--- src/rtl/led_bus_master.sv ---
// Register-bus initiator for the LED controller: queues read/write commands in a
// small FIFO and runs each one as a SETUP then STROBE bus cycle.
module led_bus_master #(
  parameter int ADDR_BITS  = 4,
  parameter int DATA_BITS  = 8,
  parameter int FIFO_DEPTH = 4
) (
  input  logic                 clk_400K,
  input  logic                 reset_n,
  input  logic                 cmd_valid,
  output logic                 cmd_ready,
  input  logic                 cmd_rw,
  input  logic [ADDR_BITS-1:0] cmd_addr,
  input  logic [DATA_BITS-1:0] cmd_wdata,
  output logic                 rsp_valid,
  output logic [DATA_BITS-1:0] rsp_data,
  output logic                 busy,
  output logic [ADDR_BITS-1:0] bus_addr,
  output logic [DATA_BITS-1:0] bus_wdata,
  output logic                 bus_data_oe,
  input  logic [DATA_BITS-1:0] bus_rdata,
  output logic                 bus_w_en,
  output logic                 bus_r_en
);

  localparam int PTR_W = $clog2(FIFO_DEPTH);
  localparam logic [PTR_W:0] FULL_CNT = (PTR_W+1)'(FIFO_DEPTH);

  typedef struct packed {
    logic                 rw;
    logic [ADDR_BITS-1:0] addr;
    logic [DATA_BITS-1:0] wdata;
  } cmd_t;

  typedef enum logic [1:0] {IDLE, SETUP, STROBE} state_t;

  cmd_t             r_mem [FIFO_DEPTH];
  logic [PTR_W-1:0] r_wr_ptr, r_rd_ptr;
  logic [PTR_W:0]   r_count;
  state_t           r_state, w_next;
  logic             r_rw;
  logic             w_push, w_pop, w_empty, w_full;

  assign w_empty   = (r_count == '0);
  assign w_full    = (r_count == FULL_CNT);
  assign cmd_ready = reset_n && !w_full;
  assign w_push    = cmd_valid && cmd_ready;
  assign busy      = !w_empty || (r_state != IDLE);

  // Storage is left unreset; only the pointers and count define occupancy.
  always_ff @(posedge clk_400K) begin
    if (w_push) r_mem[r_wr_ptr] <= '{rw: cmd_rw, addr: cmd_addr, wdata: cmd_wdata};
  end

  always_ff @(posedge clk_400K) begin
    if (!reset_n) begin
      r_wr_ptr <= '0;
      r_rd_ptr <= '0;
      r_count  <= '0;
    end else begin
      if (w_push) r_wr_ptr <= r_wr_ptr + PTR_W'(1);
      if (w_pop)  r_rd_ptr <= r_rd_ptr + PTR_W'(1);
      case ({w_push, w_pop})
        2'b10:   r_count <= r_count + (PTR_W+1)'(1);
        2'b01:   r_count <= r_count - (PTR_W+1)'(1);
        default: r_count <= r_count;
      endcase
    end
  end

  always_ff @(posedge clk_400K) begin
    if (!reset_n) begin
      r_state   <= IDLE;
      r_rw      <= 1'b0;
      bus_addr  <= '0;
      bus_wdata <= '0;
      rsp_valid <= 1'b0;
      rsp_data  <= '0;
    end else begin
      r_state   <= w_next;
      rsp_valid <= (r_state == STROBE) && r_rw;
      if (w_pop) begin
        r_rw      <= r_mem[r_rd_ptr].rw;
        bus_addr  <= r_mem[r_rd_ptr].addr;
        bus_wdata <= r_mem[r_rd_ptr].wdata;
      end
      if ((r_state == STROBE) && r_rw) rsp_data <= bus_rdata;
    end
  end

  // Data is driven only for writes, so oe and r_en can never overlap.
  always_comb begin
    w_next      = r_state;
    w_pop       = 1'b0;
    bus_data_oe = 1'b0;
    bus_w_en    = 1'b0;
    bus_r_en    = 1'b0;
    case (r_state)
      IDLE: begin
        if (!w_empty) begin
          w_pop  = 1'b1;
          w_next = SETUP;
        end
      end
      SETUP: begin
        bus_data_oe = !r_rw;
        w_next      = STROBE;
      end
      STROBE: begin
        bus_data_oe = !r_rw;
        bus_w_en    = !r_rw;
        bus_r_en    = r_rw;
        w_next      = IDLE;
      end
      default: w_next = IDLE;
    endcase
  end

endmodule
--- config.mk ---
export PLATFORM = sky130hd
export DESIGN_NAME = led_bus_master
export DESIGN_NICKNAME = d
export VERILOG_FILES = /design/src/rtl/led_bus_master.sv
export SDC_FILE = /design/constraint.sdc
export NUM_CORES = 1
export LEC_CHECK = 0
export ABC_AREA = 1
export ABC_CLOCK_PERIOD_IN_PS = 2580
export BUFFER_PORTS_ARGS = -buffer_cell sky130_fd_sc_hd__buf_4
export CAP_MARGIN = 20
export CORE_ASPECT_RATIO = 1.25
export CORE_MARGIN = 4
export CORE_UTILIZATION = 40
export CTS_CLUSTER_DIAMETER = 100
export DETAILED_ROUTE_END_ITERATION = 16
export PLACE_DENSITY = 0.6
export SYNTH_ARGS = -nofsm -noshare
export SYNTH_HDL_FRONTEND = slang
export SYNTH_SLANG_ARGS = --single-unit
--- constraint.sdc ---
create_clock -name clk_400K -period 2.58 [get_ports clk_400K]
set_clock_uncertainty 0.15 [all_clocks]
set_input_delay 0.774 -clock clk_400K [delete_from_list [all_inputs] [get_ports clk_400K]]
set_output_delay 0.774 -clock clk_400K [all_outputs]
set_load 0.005 [all_outputs]
==> run summary <==
Distinct cell type count after synthesis - 22
Nets - 496
Post-CTS setup buffer count - 0
Worst slew margin - 63.74%
Initial core utilization - 41.28%
GPL Wtd Cong - 0.7031
P_leak - 2.048 nW
Final hold viol count - 0
DR iter-0 viols - 103
RSZ-0062 raised after global routing - no
# rows - 38
Max Cap Violations - 0
YS warnings - 0
Critical Path Source Type - flop
HPWL after DPL - 4.605 mm
Share of cells above drive strength 1 - 16.45%
Via count - 2,523
First-pass GRT wire length - 11.47 mm
Drt drc - 0
CTS Buf Count - 9
Root Driver - clkbuf_8
Largest area contributor in the netlist - edfxtp_1
TNS Setup - 0 ps
Buffers on Ports - 49
Place WS - 284.6 ps
VDD IR-drop max - 397.2 uV
Synth area leaders - edfxtp_1 (43%), dfxtp_1 (17%), nand2_1 (11%)
Final setup viols - 0
Worst Tran Pin Value - 543.3 ps
Min Tclk post-route - 2319 ps
FMAX - 431.3 MHz
Min setup slack post-route - 261.2 ps
Initial antenna violation count - 0
Largest net degree at the start of global routing - 29
DR pass1 iterations - 4
Synth Area per Inst - 8.872 um^2
Status - finished clean
Number of global-route vias before repair - 2,333
Clock Tree Buf Depth - 2
Net Count, Synth - 440
CP endpoint kind - primary output
WS Path Type - flop to primary output
Die area - 10,620 um^2
Final period util - 89.88%
Yosys reg bits - 83
Sequential cell area fraction in the yosys report - 60.43%
CP required - 1660 ps
Diodes inserted - 0
Global route overflow - 0
Total core area - 8748 um^2
Worst Path Arrival - 1390 ps
Area grow syn2layout - 19.58%
Pins over their slew limit - 0
CP max FO - 10
Total GRT Usage - 13.88%
Clock Sinks - 83
Commonest non-fill, non-tap cell in the layout - nand2_1
Post-synthesis cell area - 3611 um^2
Worst-path clk slew - 80 ps
Fillers - 878
Top-area cell type share of the netlist area - 43.24%
Power Density - 983.7 nW/um^2
Utilization after layout - 49.36%
Worst-Skew Late Latency - 350 ps
Commonest non-fill, non-tap cells in the layout - nand2_1 (104), inv_1 (86), buf_4 (59)
Routed vias/inst - 4.291
CTS tree - done
Hold crit path type - flop to flop
Top-level port count - 50
WL/cell - 11.67 um
H-tree levels - 3
Die width - 92.98 um
DRT antenna net count - 0
Final wirelength - 6.864 mm
Chip Height - 114.2 um
Post-Syn Instances - 407
-- final cells by class --
cell class	instances	area (um^2)	share of cell area, %
clock buffer	11	131.4	3.043
clock inverter	5	77.57	1.797
inverter	88	330.3	7.650
multi-input combinational	222	1003	23.24
sequential	83	2182	50.54
tap	120	150.1	3.477
timing repair buffer	59	442.9	10.26
-- registers in the layout, summed over array words and instances, names as in the netlist --
register   count
r_rw           1
r_wr_ptr       2
r_mem         52
bus_addr       4
rsp_data       8
rsp_valid      1
bus_wdata      8
r_count        3
r_state        2
r_rd_ptr       2
-- kinds of logic (layout without fill, tap and decap cells) --
| group | Yosys count | in the layout | synth area share (%) |
|---|---|---|---|
| AOI/OAI and AO/OA | 17 | 17 | 2.425 |
| adders and majority gates | 9 | 9 | 3.327 |
| buffers and inverters | 102 | 163 | 11.85 |
| DFF | 83 | 83 | 60.43 |
| and+or+nand+nor | 196 | 196 | 21.97 |
-- metal layers --
metal / global-route usage (%) / wire, um / vias to the layer above
li1: - / - / 1348
met1: 18.06 / 3269 / 1108
met2: 22.20 / 3139 / 59
met3: 3.485 / 351 / 8
met4: 5.572 / 103 / 0
met5: 0 / 0 / -
-- repair_timing --
| item | 4_1_cts | 5_1_grt |
|---|---|---|
| setup endpoints to repair | 0 | 1 |
| hold buffers | 0 | 0 |
| resized for setup | 0 | 1 |
-- per-stage QoR --
stage | area (um^2) | cells | hold WS (ps) | total power, mW
floorplan | 3611 | 407 | 328.2 | 2.875
global placement | 4106 | 572 | 317.7 | 3.297
detailed placement | 4106 | 572 | 323.3 | 3.317
CTS | 4315 | 588 | 341.4 | 4.311
global route | 4318 | 588 | 364.2 | 4.619
finish | 4318 | 588 | 335.3 | 4.248
-- path summary, 6_finish.rpt --
kind	start	endpoint	slack, ps	cells past startpoint
hold reg to reg	rsp_data[0]	rsp_data[0]	340	2
hold / removal	rsp_data[0]	rsp_data[0]	340	2
setup / recovery	r_state[0]	bus_r_en	260	5
setup reg to reg	r_state[0]	r_count[2]	590	13
-- cells in the mapped netlist, drive strengths merged --
library cell	number
nand2	107
nand3	32
nand4	2
inv	87
edfxtp	52
buf	12
o211ai	1
clkinv	1
a21oi	5
dfxtp	31
nor2	55
o21ai	11
ha	8
clkbuf	2
fa	1
-- worst max-delay path, cell delays in order (launching register included) --
cell      delay [ps]
dfxtp_1          360
inv_1             70
ha_1             220
nand2_2          160
clkinv_1         100
buf_4            140
-- power by group --
| group | switching [mW] | internal (mW) | leakage [nW] | total (mW) |
|---|---|---|---|---|
| clock network | 0.441 | 0.543 | 0.105 | 0.984 |
| logic | 0.940 | 0.607 | 1.22 | 1.55 |
| registers | 0.103 | 1.61 | 0.727 | 1.72 |
No activity file was read; power rests on OpenSTA's default activity.
